**config.mk**
```make
export PLATFORM = sky130hd
export DESIGN_NAME = cbd_poly_sampler_seq
export DESIGN_NICKNAME = d
export VERILOG_FILES = /design/src/rtl/abr_params_pkg.sv /design/src/rtl/cbd_chunk_buf.sv /design/src/rtl/cbd_poly_sampler_seq.sv
export SDC_FILE = /design/constraint.sdc
export NUM_CORES = 1
export LEC_CHECK = 0
export BUFFER_PORTS_ARGS = -buffer_cell sky130_fd_sc_hd__buf_4
export CORE_ASPECT_RATIO = 2
export CORE_UTILIZATION = 46
export DETAILED_ROUTE_END_ITERATION = 10
export PLACE_DENSITY = 0.73
export SYNTH_ARGS = -nofsm -noshare
export SYNTH_HDL_FRONTEND = slang
export SYNTH_SLANG_ARGS = --single-unit
export TNS_END_PERCENT = 10
```
**constraint.sdc**
```tcl
create_clock -name clk -period 2.2 [get_ports clk]
set_input_delay 0.11 -clock clk [delete_from_list [all_inputs] [get_ports clk]]
set_output_delay 0.11 -clock clk [all_outputs]
set_load 0.005 [all_outputs]
```
**src/rtl/abr_params_pkg.sv**
```systemverilog
// Shared constants and types for the ML-KEM (eta=2) CBD polynomial sampler sequencer.
package abr_params_pkg;

    localparam int MLKEM_ETA     = 2;
    localparam int MLKEM_Q_WIDTH = 12;
    localparam int COEFF_PER_CLK = 4;
    localparam int CHUNK_W       = COEFF_PER_CLK * 2 * MLKEM_ETA;
    localparam int COEF_W        = COEFF_PER_CLK * MLKEM_Q_WIDTH;

    // 256 coefficients x 4 bits = 16 words of 64 bits, returned as 64 writes of 4 coefficients
    localparam int WORD_CNT_W = 5;
    localparam int WR_CNT_W   = 7;
    localparam logic [WORD_CNT_W-1:0] WORDS_PER_POLY  = 5'd16;
    localparam logic [WR_CNT_W-1:0]   WRITES_PER_POLY = 7'd64;

    typedef enum logic [1:0] {
        ST_IDLE = 2'd0,
        ST_REQ  = 2'd1,
        ST_RUN  = 2'd2,
        ST_DONE = 2'd3
    } cbd_state_e;

endpackage

```
**src/rtl/cbd_chunk_buf.sv**
```systemverilog
// One-word staging buffer: slices sponge words into sampler chunks, LSB chunk first,
// and accepts the next word in the same cycle the last chunk leaves.
module cbd_chunk_buf
    import abr_params_pkg::*;
#(
    parameter int WORD_W = 64
) (
    input  logic               clk,
    input  logic               clr_i,
    input  logic               accept_en_i,
    input  logic               word_valid_i,
    input  logic [WORD_W-1:0]  word_i,
    input  logic               hold_i,
    output logic               word_rdy_o,
    output logic               chunk_valid_o,
    output logic [CHUNK_W-1:0] chunk_o,
    output logic               chunk_take_o
);

    localparam int NCHUNK = WORD_W / CHUNK_W;
    localparam int IDX_W  = $clog2(NCHUNK);
    localparam logic [IDX_W-1:0] LAST_IDX = IDX_W'(NCHUNK - 1);

    logic [NCHUNK-1:0][CHUNK_W-1:0] word_q, word_d;
    logic [IDX_W-1:0]               idx_q, idx_d;
    logic                           full_q, full_d;
    logic                           last_take;
    logic                           load;

    assign chunk_take_o  = full_q & ~hold_i;
    assign last_take     = chunk_take_o & (idx_q == LAST_IDX);
    assign word_rdy_o    = accept_en_i & (~full_q | last_take);
    assign load          = word_valid_i & word_rdy_o;
    assign chunk_valid_o = full_q;
    assign chunk_o       = word_q[idx_q];

    // NOTE: every variable assigned here gets a default first, so no latch is inferred.
    always_comb begin
        word_d = word_q;
        idx_d  = idx_q;
        full_d = full_q;
        if (load) begin
            word_d = word_i;
            idx_d  = '0;
            full_d = 1'b1;
        end else if (last_take) begin
            idx_d  = '0;
            full_d = 1'b0;
        end else if (chunk_take_o) begin
            idx_d  = idx_q + 1'b1;
        end
    end

    // NOTE: the data register is cleared as well, so chunk_o reads zero after reset/zeroize.
    always_ff @(posedge clk) begin
        if (clr_i) begin
            word_q <= '0;
            idx_q  <= '0;
            full_q <= 1'b0;
        end else begin
            word_q <= word_d;
            idx_q  <= idx_d;
            full_q <= full_d;
        end
    end

endmodule

```
**src/rtl/cbd_poly_sampler_seq.sv**
```systemverilog
// Sequences CBD (eta=2) sampling of ML-KEM noise polynomials: one sponge squeeze per
// polynomial, chunks to the sampler, returned coefficients written to consecutive addresses.
module cbd_poly_sampler_seq
    import abr_params_pkg::*;
#(
    parameter int WORD_W     = 64,
    parameter int MEM_ADDR_W = 15,
    parameter int NPOLY_W    = 3
) (
    input  logic                  clk,
    input  logic                  rst,
    input  logic                  zeroize,
    input  logic                  start_i,
    input  logic [MEM_ADDR_W-1:0] base_addr_i,
    input  logic [NPOLY_W-1:0]    num_poly_i,
    output logic                  busy_o,
    output logic                  done_o,
    output logic                  sq_req_o,
    input  logic                  sp_valid_i,
    input  logic [WORD_W-1:0]     sp_data_i,
    output logic                  sp_rdy_o,
    output logic                  samp_valid_o,
    output logic [CHUNK_W-1:0]    samp_data_o,
    input  logic                  samp_hold_i,
    input  logic                  coef_valid_i,
    input  logic [COEF_W-1:0]     coef_i,
    output logic                  mem_we_o,
    output logic [MEM_ADDR_W-1:0] mem_addr_o,
    output logic [COEF_W-1:0]     mem_wdata_o
);

    cbd_state_e              state_q, state_d;
    logic [WORD_CNT_W-1:0]   word_cnt_q, word_cnt_d;
    logic [WR_CNT_W-1:0]     wr_cnt_q, wr_cnt_d;
    logic [WR_CNT_W-1:0]     pend_q, pend_d;
    logic [NPOLY_W-1:0]      poly_left_q, poly_left_d;
    logic [MEM_ADDR_W-1:0]   addr_q, addr_d;
    logic                    we_q;
    logic [MEM_ADDR_W-1:0]   wr_addr_q;
    logic [COEF_W-1:0]       wr_data_q;

    logic clr;
    logic run;
    logic poly_done;
    logic word_take;
    logic chunk_take;
    logic coef_take;

    assign clr       = rst | zeroize;
    assign poly_done = (wr_cnt_q == WRITES_PER_POLY);
    assign word_take = sp_valid_i & sp_rdy_o;

    cbd_chunk_buf #(
        .WORD_W (WORD_W)
    ) u_chunk_buf (
        .clk           (clk),
        .clr_i         (clr),
        .accept_en_i   (run && (word_cnt_q < WORDS_PER_POLY)),
        .word_valid_i  (sp_valid_i),
        .word_i        (sp_data_i),
        .hold_i        (samp_hold_i),
        .word_rdy_o    (sp_rdy_o),
        .chunk_valid_o (samp_valid_o),
        .chunk_o       (samp_data_o),
        .chunk_take_o  (chunk_take)
    );

    // A coefficient is only taken against a chunk that has actually left the buffer.
    assign coef_take = coef_valid_i & run & ~poly_done & ((pend_q != '0) | chunk_take);

    always_ff @(posedge clk) begin
        if (clr) state_q <= ST_IDLE;
        else     state_q <= state_d;
    end

    always_comb begin
        state_d = state_q;
        case (state_q)
            ST_IDLE: if (start_i) state_d = (num_poly_i == '0) ? ST_DONE : ST_REQ;
            ST_REQ:  state_d = ST_RUN;
            ST_RUN:  if (poly_done) state_d = (poly_left_q == NPOLY_W'(1)) ? ST_DONE : ST_REQ;
            ST_DONE: state_d = ST_IDLE;
            default: state_d = ST_IDLE;
        endcase
    end

    always_comb begin
        busy_o   = (state_q != ST_IDLE);
        done_o   = (state_q == ST_DONE);
        sq_req_o = (state_q == ST_REQ);
        run      = (state_q == ST_RUN);
    end

    always_comb begin
        word_cnt_d  = word_cnt_q;
        wr_cnt_d    = wr_cnt_q;
        pend_d      = pend_q;
        poly_left_d = poly_left_q;
        addr_d      = addr_q;
        if (state_q == ST_IDLE && start_i) begin
            addr_d      = base_addr_i;
            poly_left_d = num_poly_i;
        end
        if (state_q == ST_REQ) begin
            word_cnt_d = '0;
            wr_cnt_d   = '0;
        end
        if (word_take) word_cnt_d = word_cnt_q + 1'b1;
        if (coef_take) begin
            wr_cnt_d = wr_cnt_q + 1'b1;
            addr_d   = addr_q + 1'b1;
        end
        if (chunk_take && !coef_take)      pend_d = pend_q + 1'b1;
        else if (!chunk_take && coef_take) pend_d = pend_q - 1'b1;
        if (run && poly_done) poly_left_d = poly_left_q - 1'b1;
    end

    // NOTE: sequential state uses non-blocking assignments only; next-state values come from the combinational blocks.
    always_ff @(posedge clk) begin
        if (clr) begin
            word_cnt_q  <= '0;
            wr_cnt_q    <= '0;
            pend_q      <= '0;
            poly_left_q <= '0;
            addr_q      <= '0;
            we_q        <= 1'b0;
            wr_addr_q   <= '0;
            wr_data_q   <= '0;
        end else begin
            word_cnt_q  <= word_cnt_d;
            wr_cnt_q    <= wr_cnt_d;
            pend_q      <= pend_d;
            poly_left_q <= poly_left_d;
            addr_q      <= addr_d;
            we_q        <= coef_take;
            if (coef_take) begin
                wr_addr_q <= addr_q;
                wr_data_q <= coef_i;
            end
        end
    end

    assign mem_we_o    = we_q;
    assign mem_addr_o  = wr_addr_q;
    assign mem_wdata_o = wr_data_q;

endmodule

```
==> metrics.txt, run 1 <==
endpoints failing setup=0; pin slew with the least headroom to its limit=0.673 ns; largest net degree at the start of global routing=67; worst-skew pair later-pin latency=0.43 ns; synth top area cells=dfxtp_1, nand2_1, a21oi_1; grt met3 use=4.93%; CP max-delay cell=or4bb_4; # port buffers=221; Slew HR=55.1%; routed wire length=21.7 mm; Worst EP arrival=2.43 ns; DR vias=7,466; Reg2Reg Setup Slack=0.07 ns; hold path start=num_poly_i[0]; Final HPWL DP=13.8 mm; CTS sink count=170; fin crit period=2.13 ns; layout cells sized above 1=27.1%; Combinational Power Share=8.8%; Net Sw Frac=23.9%; YS warnings=0; Layout area overhead=55.0%; area share of the largest cell type after synthesis=48.0%; Finished Layout Cells=1,423; Adder-Cell Fraction of Synth Area=1.41%; Worst Hold Path EP=state_q[1]; compound-cell area share of the yosys netlist=16.3%; leak pwr=4.20 nW; met1 usage=28.4%; largest family of logic cells by synthesized area=simple AND/OR/NAND/NOR gates; CP Max Fanout=6; grt ovf=0; Post-synth EDFFs=0; worst reg2reg path depth=10; Rows=63; Worst Setup End Kind=flip-flop; Vias/cell=5.25; first-pass GRT wire length=34.5 mm; die width=89.8 µm; Cell Area, Synth=7090 µm²; Synth Area in Simple Gates=23.9%; clk slew on worst S/H paths=0.07 ns; final hold violations=0; mean post-synth cell area=8.14 µm²; hold path cells=3; total CTS buffers=17; net count after synthesis=1,016; crit path launch type=flip-flop; Int Power=0.00493 W; Crit path top cell by count=ha_4; initial antenna violation count=0; vias in the first global route=7,408; HP Class=input port to flip-flop; die height=178 µm; GRT Resource Usage Total=26.9%; Slew Viols, Final=0; Worst Skew=0.0126 ns; Pwr Density=590 nW/µm²; critical path class=flip-flop to flip-flop; WP data required=2.50 ns; Synth area leader=dfxtp_1; outcome=complete, no violations; flops & latches, synth=170; Most Used Layer, Global Route=met2; CP max stage delay=0.46 ns; die area=15,900 µm²; final core utilization=73.8%; placed cells=1,266; DR pass1 iterations=5; CTS Root Cell=clkbuf_16; Post-synth top flop=dfxtp_1; register area share after synthesis=48.0%; max cap viols=0; core area=14,900 µm²; Netlist cell types=55; CTS tree=yes; part of the power in registers=48.0%; # nets final=1,359; DR iter-0 viols=283; Tcrit/Tclk final=97.0%; routed length per instance=15.2 µm; GPL Wtd Cong=0.864; Ports=222; Max Fclk=469 MHz; mux cell area share after synthesis=5.23%; setup TNS=0 ns; Initial Utilization=47.6%; H-tree depth=4; sw power=0.00155 W; FF-to-FF Start=wr_cnt_q[1]; CP cell instances=inv_2, ha_4, or4bb_4, o22ai_4, xnor2_2, ha_4, nor4_1, and3_1, o21a_1, nor3_1; ys async rst share=0%; Max Root-Sink Buffers=2; GR met2 Demand/Resource=50.7%; RSZ-0062 raised after global routing=yes; Clock Power Share=43.2%; Post-route DRC=0; Mapped Cells=871; post-route ant nets=0; final total power=0.00648 W; Max rail drop VDD=0.000562 V; XOR/XNOR share of the synthesized area=0.618%; worst reg2reg path endpoint=pend_q[4]
worst max path at each step:
| stage | start | endpoint | slack, ns | cells past startpoint |
|---|---|---|---|---|
| final | wr_cnt_q[1] | pend_q[4] | 0.07 | 10 |
| after global routing | wr_cnt_q[1] | pend_q[6] | -0.06 | 10 |
| after CTS | wr_cnt_q[0] | pend_q[4] | 0.003 | 10 |
| after detailed placement | wr_cnt_q[0] | pend_q[6] | 0.03 | 10 |
| after global placement | wr_cnt_q[0] | pend_q[4] | 0.07 | 10 |
| after floorplan | wr_cnt_q[0] | pend_q[6] | 0.05 | 10 |
Yosys cell counts, types with 5 or more instances:
| cell type | n |
|---|---|
| a211oi_1 | 7 |
| a21oi_1 | 153 |
| a31oi_1 | 10 |
| a32oi_1 | 7 |
| and3_1 | 8 |
| buf_2 | 13 |
| clkbuf_1 | 40 |
| dfxtp_1 | 170 |
| ha_1 | 8 |
| inv_1 | 12 |
| mux4_2 | 16 |
| nand2_1 | 272 |
| nand3_1 | 19 |
| nand4_1 | 8 |
| nor2_1 | 21 |
| nor3_1 | 23 |
| nor4_1 | 5 |
| o21ai_0 | 11 |
| or3_1 | 7 |
logic make-up (layout without fill, tap and decap cells):
kind of cell,count (synthesis),after routing
AND/OR/NAND/NOR,390,390
AO/OA/AOI/OAI,207,207
flip-flops,170,170
buffers and inverters,74,430
multiplexers,17,17
adder cells (fa/ha/maj),8,8
XOR/XNOR,5,5
other,0,1
layout make-up:
cell class / count / area [µm²]
fill: 1085 / 3910
sequential: 170 / 3410
tap: 195 / 244
multi-input combinational: 627 / 3470
clock buffer: 20 / 437
inverter: 12 / 45.0
timing repair buffer: 386 / 3270
clock inverter: 12 / 108
antenna: 1 / 2.50
registers in the layout (all words and copies together), names as in the netlist:
signal / flops
mem_addr_o: 15
mem_we_o: 1
pend_q: 7
wr_cnt_q: 7
mem_wdata_o: 48
u_chunk_buf.word_q: 64
state_q: 2
word_cnt_q: 5
addr_q: 15
poly_left_q: 3
u_chunk_buf.chunk_valid_o: 1
u_chunk_buf.idx_q: 2
per-stage QoR:
step	instance area (µm²)	hold slack, ns	setup WS, ns
floorplan	7100	0.246	0.0513
global placement	9130	0.357	0.0739
detailed placement	9130	0.365	0.0287
CTS	10900	0.00428	0.00342
global route	11000	0.0113	-0.0616
finish	11000	0.0111	0.0667
cells in the final DEF, fill, tap and decap left out, drive strengths merged, types with 5 or more instances in the layout:
| cell | instances |
|---|---|
| and3 | 8 |
| o21ai | 12 |
| a32oi | 7 |
| nand4 | 8 |
| mux4 | 16 |
| nor2 | 21 |
| a211oi | 7 |
| or3 | 8 |
| nor4 | 5 |
| clkbuf | 20 |
| a21oi | 153 |
| nor3 | 23 |
| buf | 263 |
| a31oi | 10 |
| nand3 | 19 |
| ha | 8 |
| dlygate4sd3 | 123 |
| inv | 19 |
| nand2 | 272 |
| dfxtp | 170 |
power by group through the flow:
stage               Combinational [W]  Sequential [W]  Clock, W
global route                 0.000605         0.00311   0.00300
floorplan                    0.000125         0.00318         0
global placement             0.000377         0.00318         0
CTS                          0.000557         0.00311   0.00285
detailed placement           0.000378         0.00318         0
finish                       0.000569         0.00311   0.00280
critical path: cells and delay by family, from the launching register on:
| family | cells | cell delay [ns] |
|---|---|---|
| XOR/XNOR | 1 | 0.10 |
| buffers and inverters | 1 | 0.06 |
| flip-flops | 1 | 0.33 |
| AND/OR/NAND/NOR | 4 | 0.91 |
| adder cells (fa/ha/maj) | 2 | 0.33 |
| AO/OA/AOI/OAI | 2 | 0.28 |
repair_timing:
item | 4_1_cts | 5_1_grt
setup endpoints to repair | 0 | 25
buffers inserted | 0 | 1
endpoints found under the hold margin | 124 | 0
hold buffers | 123 | 0
resized for setup | 0 | 15
per-layer routing:
layer,vias to the layer above,share of wire (%)
met5,-,0
met4,0,3.7
met3,54,4.3
met2,227,55
met1,3495,37
li1,3690,-
No activity file was read; power rests on OpenSTA's default activity.
==> run 2: changes to the inputs <==
Settings changed: CORE_MARGIN from default to 3.
==> run 2 against run 1 <==
Net effect: first-iteration DRC count shrank 3.2%; clock power grew 5%; sequential share of layout area shrank 0.15 points; maximum frequency shrank 1.3%; final area grew 0.49%; die area grew 6.8%; final cell count shrank 0.14%; critical path type unchanged; largest cell class unchanged.
==> metrics.txt, run 2 (synthesis results as in run 1) <==
Slew Viols, Final=0 (unchanged); Net Sw Frac=22.7% (-1.1 points); final core utilization=73.7% (about the same); CTS Root Cell=clkbuf_16; endpoints failing setup=0 (unchanged); most frequent cells in the layout=nand2_1, buf_4, dfxtp_1, a21oi_1, dlygate4sd3_1; Worst EP arrival=2.44 ns (about the same); hold path cells=3 (unchanged); Ports=222 (unchanged); max reg flops=64 (unchanged); pin slew with the least headroom to its limit=0.820 ns (+0.146 ns); CP max-delay cell=or4bb_4; leak pwr=4.22 nW (+0.64%); RSZ-0062 raised after global routing=yes; Max Fclk=463 MHz (-1.3%); Worst Setup SP=wr_cnt_q[1]; Reg2Reg Setup Slack=0.04 ns (-0.03 ns); placed cells=1,272 (+0.47%); final hold violations=0 (unchanged); fin crit period=2.16 ns (+0.0276 ns); core area=15,000 µm² (+0.53%); worst reg2reg path depth=10 (unchanged); Rows=63 (unchanged); DR vias=7,535 (+0.92%); outcome=complete, no violations; n_diodes=0 (-1); routed length per instance=15.8 µm (+3.4%); post-route ant nets=0 (unchanged); die height=182 µm (+2.3%); max cap viols=0 (unchanged); FF-to-FF Start=wr_cnt_q[1]; Initial Utilization=47.3% (-0.25 points); GRT Resource Usage Total=26.2% (-0.69 points); Worst Setup End Kind=flip-flop; Max Root-Sink Buffers=2 (unchanged); Vias/cell=5.30 (+1.1%); crit path launch type=flip-flop; Pwr Density=600 nW/µm² (+1.7%); Clock Power Share=44.5% (+1.3 points); pre-CTS setup slack=0.0174 ns (-0.0113 ns); Int Power=0.00512 W (+3.7%); GPL Wtd Cong=0.861 (-0.37%); vias in the first global route=7,592 (+2.5%); largest net degree at the start of global routing=85 (+27%); WP data required=2.48 ns (-0.02 ns); worst reg2reg path endpoint=pend_q[6]; DR iter-0 viols=274 (-3.2%); most common cell after layout, fill and taps aside=nand2_1; critical path class=flip-flop to flip-flop; CP Max Fanout=6 (unchanged); final setup margin=0.0392 ns (-0.0276 ns); DR pass1 iterations=5 (unchanged); Top reg by flops=u_chunk_buf.word_q; part of the power in registers=47.0% (-1.0 points); clk slew on worst S/H paths=0.07 ns (about the same); first-pass GRT wire length=36.0 mm (+4.4%); Worst Skew=0.0111 ns (-0.00153 ns); layout cells sized above 1=27.7% (+0.67 points); Combinational Power Share=8.5% (-0.3 points); H-tree depth=4 (unchanged); Tcrit/Tclk final=98.2% (+1.3 points); sw power=0.00151 W (-2.7%); # nets final=1,361 (+0.15%); Layout area overhead=55.8%; Slew HR=45.2% (-9.9 points); hold path start=base_addr_i[14]; worst-skew pair later-pin latency=0.42 ns (about the same); Max rail drop VDD=0.000540 V (-3.8%); Post-route DRC=0 (unchanged); grt ovf=0 (unchanged); CTS sink count=170 (unchanged); final total power=0.00662 W (+2.2%); initial antenna violation count=0 (unchanged); # port buffers=221 (unchanged); CP cell instances=inv_2, ha_4, or4bb_4, o22ai_4, xnor2_2, ha_4, and3_1, a22oi_2, xor2_1, nor2_1; CTS tree=yes; Finished Layout Cells=1,421 (-0.14%); routed wire length=22.4 mm (+3.3%); Worst Hold Path EP=addr_q[14]; Final HPWL DP=14.1 mm (+2.1%); Crit path top cell by count=ha_4; HP Class=input port to flip-flop; CP max stage delay=0.47 ns (about the same); die area=17,000 µm² (+6.8%); die width=93.8 µm (+4.5%); total CTS buffers=17 (unchanged)
-- run 2: changes by cell type in the layout (fill, tap and decap cells not counted), moves of 2 or more --
cell / before / now
buf_4: 257 / 262
bufinv_16: 0 / 2
clkbuf_1: 3 / 0
clkinv_4: 3 / 0
clkinvlp_4: 2 / 6
dlygate4sd3_1: 123 / 119
inv_6: 5 / 3
-- run 2: power by group through the flow --
stage                     combinational [W]  sequential, W  clock, W
after global placement             0.000375        0.00318         0
after detailed placement           0.000377        0.00318         0
final                              0.000566        0.00311   0.00295
after CTS                          0.000554        0.00311   0.00300
after floorplan                    0.000125        0.00318         0
after global routing               0.000608        0.00311   0.00314
-- run 2: worst max path at each step --
stage                     end  slack [ns]
CTS                 pend_q[6]       0.009
floorplan           pend_q[6]        0.05
global route        pend_q[4]       -0.06
global placement    pend_q[6]        0.06
detailed placement  pend_q[4]        0.02
finish              pend_q[6]        0.04
-- run 2: through the flow --
step                hold slack [ns]  instance area (µm²)  TNS, ns
floorplan                     0.246                 7100        0
global placement              0.357                 9190        0
detailed placement            0.365                 9190        0
CTS                         0.00187                11000        0
global route                0.00764                11000   -0.116
finish                       0.0149                11000        0
-- run 2: final cells by class --
type                            count  area [µm²]
Tap cell                          195         244
Inverter                           12        45.0
Fill cell                        1111        3940
Timing Repair Buffer              388        3290
Clock buffer                       17         425
Clock inverter                     12         143
Multi-Input combinational cell    627        3490
Sequential cell                   170        3410
-- run 2: worst max-delay path, delay by kind of cell (launching register included) --
kind | cells | cell delay, ns
simple gates | 3 | 0.71
fa+ha+maj | 2 | 0.34
compound gates | 2 | 0.34
flops | 1 | 0.32
xor+xnor | 2 | 0.25
buf+inv | 1 | 0.06
-- run 2: repair_timing --
item / in CTS / in global routing
endpoints found under the setup margin: 3 / 44
pin swaps: 5 / 5
hold buffers: 119 / 0
gates resized for setup: 2 / 16
endpoints found under the hold margin: 119 / 0
buffers inserted: 0 / 1
-- run 2: routing by layer --
| metal | wire, µm | track usage [%] | part of all wire (%) |
|---|---|---|---|
| met4 | 890 | 11.8 | 4.0 |
| met2 | 12400 | 49.4 | 55 |
| met3 | 1020 | 4.44 | 4.6 |
| met1 | 8070 | 27.3 | 36 |
| met5 | 0 | 0 | 0 |
==> run 3: changes to the inputs <==
Settings changed: CAP_MARGIN from default to 0, MAX_ROUTING_LAYER from default to met4, RECOVER_POWER from default to 50.
==> run 3 against run 2 <==
Net effect: final cell count unchanged; global-route usage up 0.69 points; clock skew up 0.00058 ns; sequential power about the same; setup slack better by 0.0014 ns; power up 0.15%; hold slack worse by 0.0029 ns; sequential share of layout area up 0.31 points; maximum frequency about the same.
==> metrics.txt, run 3 (synthesis results as in run 1) <==
Int Power=0.00511 W (about the same); Max Root-Sink Buffers=2 (unchanged); final core utilization=73.0% (-0.74 points); Worst EP arrival=2.44 ns (about the same); grt ovf=0 (unchanged); Hold WS=0.0120 ns (-0.00290 ns); DR vias=7,537 (+0.027%); max reg flops=64 (unchanged); final total power=0.00663 W (+0.15%); core area=15,000 µm² (unchanged); fin crit period=2.16 ns (-0.00137 ns); die height=182 µm (unchanged); CTS tree=yes; CP Max Fanout=6 (unchanged); post-route ant nets=0 (unchanged); Layout area overhead=54.2%; endpoints failing setup=0 (unchanged); crit path launch type=flip-flop; Clock Power Share=44.6% (about the same); # port buffers=221 (unchanged); DR iter-0 viols=321 (+17%); leak pwr=4.08 nW (-3.3%); RSZ-0062 raised after global routing=yes; vias in the first global route=7,597 (+0.066%); placed instance area=9190 µm² (unchanged); layout cells sized above 1=25.8% (-2.0 points); GR met2 Demand/Resource=49.3% (-0.057 points); initial antenna violation count=0 (unchanged); final hold violations=0 (unchanged); clk slew on worst S/H paths=0.07 ns (about the same); total CTS buffers=17 (unchanged); Slew HR=44.1% (-1.1 points); CTS sink count=170 (unchanged); pin slew with the least headroom to its limit=0.837 ns (+0.0170 ns); Worst Setup End Kind=flip-flop; outcome=complete, no violations; CTS Root Cell=clkbuf_16; grt met3 use=3.65% (-0.79 points); routed length per instance=15.8 µm (about the same); GRT Resource Usage Total=26.9% (+0.69 points); Finished Layout Cells=1,421 (unchanged); worst-skew pair later-pin latency=0.42 ns (about the same); WP data required=2.49 ns (about the same); placed cells=1,272 (unchanged); most frequent cells in the layout=nand2_1, buf_4, dfxtp_1, a21oi_1, dlygate4sd3_1; Tcrit/Tclk final=98.2% (about the same); sw power=0.00152 W (+0.83%); Worst Skew=0.0117 ns (+0.000575 ns); GPL Wtd Cong=0.874 (+1.6%); Slew Viols, Final=0 (unchanged); Vias/cell=5.30 (about the same); die width=93.8 µm (unchanged); Final HPWL DP=14.1 mm (unchanged); largest net degree at the start of global routing=85 (unchanged); met1 usage=27.5% (+0.21 points); # nets final=1,361 (unchanged); die area=17,000 µm² (unchanged); Ports=222 (unchanged); H-tree depth=4 (unchanged); Fillers=1,146 (+3.2%); routed wire length=22.4 mm (about the same); Max rail drop VDD=0.000544 V (+0.65%); Final Cell Area=10,900 µm² (-1.0%); Initial Utilization=47.3% (unchanged); Multi-input gate area=3470 µm² (-0.68%); Pwr Density=607 nW/µm² (+1.2%); HP Class=input port to flip-flop; DR pass1 iterations=4 (-1); first-pass GRT wire length=36.0 mm (-0.15%); part of the power in registers=46.9% (about the same); Most Used Layer, Global Route=met2; most common cell after layout, fill and taps aside=nand2_1; max cap viols=0 (unchanged); Post-route DRC=0 (unchanged); Max Fclk=463 MHz (about the same); Net Sw Frac=22.9% (+0.15 points); area occupied by registers=3410 µm² (unchanged); Top reg by flops=u_chunk_buf.word_q; Rows=63 (unchanged); n_diodes=0 (unchanged); Combinational Power Share=8.5% (about the same); critical path class=flip-flop to flip-flop
-- run 3: cell types whose count changed in the layout (fill, tap and decap cells not counted), sizes merged --
cell    change
buf        -72
clkbuf     +72
-- run 3: final timing paths --
path | startpoint | endpoint | slack (ns) | depth (start not counted)
hold reg to reg | mem_wdata_o[31] | mem_wdata_o[31] | 0.45 | 2
hold / removal | base_addr_i[14] | addr_q[14] | 0.01 | 3
setup reg to reg | wr_cnt_q[1] | pend_q[6] | 0.04 | 10
setup / recovery | wr_cnt_q[1] | pend_q[6] | 0.04 | 10
-- run 3: power groups by stage --
stage | logic [W] | clock network, W | registers [W]
floorplan | 0.000125 | 0 | 0.00318
global placement | 0.000375 | 0 | 0.00318
detailed placement | 0.000377 | 0 | 0.00318
CTS | 0.000554 | 0.00300 | 0.00311
global route | 0.000605 | 0.00314 | 0.00311
finish | 0.000562 | 0.00296 | 0.00311
-- run 3: what timing repair did --
action | 4_1_cts | 5_1_grt
hold buffers | 119 | 0
endpoints found under the setup margin | 3 | 44
hold endpoints to repair | 119 | 0
pin swaps | 5 | 5
gates resized for setup | 2 | 16
cloned | 0 | 0
setup buffers | 0 | 1
-- run 3: layer usage --
metal	share of wire, %	vias up
met2	56	260
met5	0	-
met4	3.7	0
li1	-	3681
met1	36	3535
met3	4.5	61
-- run 3: cell type report --
cell class,count,share of cell area (%)
multi-input combinational,627,31.7
sequential,170,31.2
timing repair buffer,388,29.3
clock buffer,17,3.89
tap,195,2.23
clock inverter,12,1.30
inverter,12,0.412
-- run 3: through the flow --
| stage | setup TNS, ns | setup slack (ns) |
|---|---|---|
| global placement | 0 | 0.0556 |
| finish | 0 | 0.0405 |
| floorplan | 0 | 0.0513 |
| global route | -0.276 | -0.0600 |
| CTS | 0 | 0.00911 |
| detailed placement | 0 | 0.0174 |
-- run 3: critical path, stage by stage, from the launching register on --
cell	delay (ns)
dfxtp_2	0.32
inv_2	0.06
ha_4	0.14
or4bb_4	0.47
o22ai_4	0.17
xnor2_2	0.10
ha_4	0.20
and3_1	0.18
a22oi_2	0.17
xor2_1	0.15
nor2_1	0.06
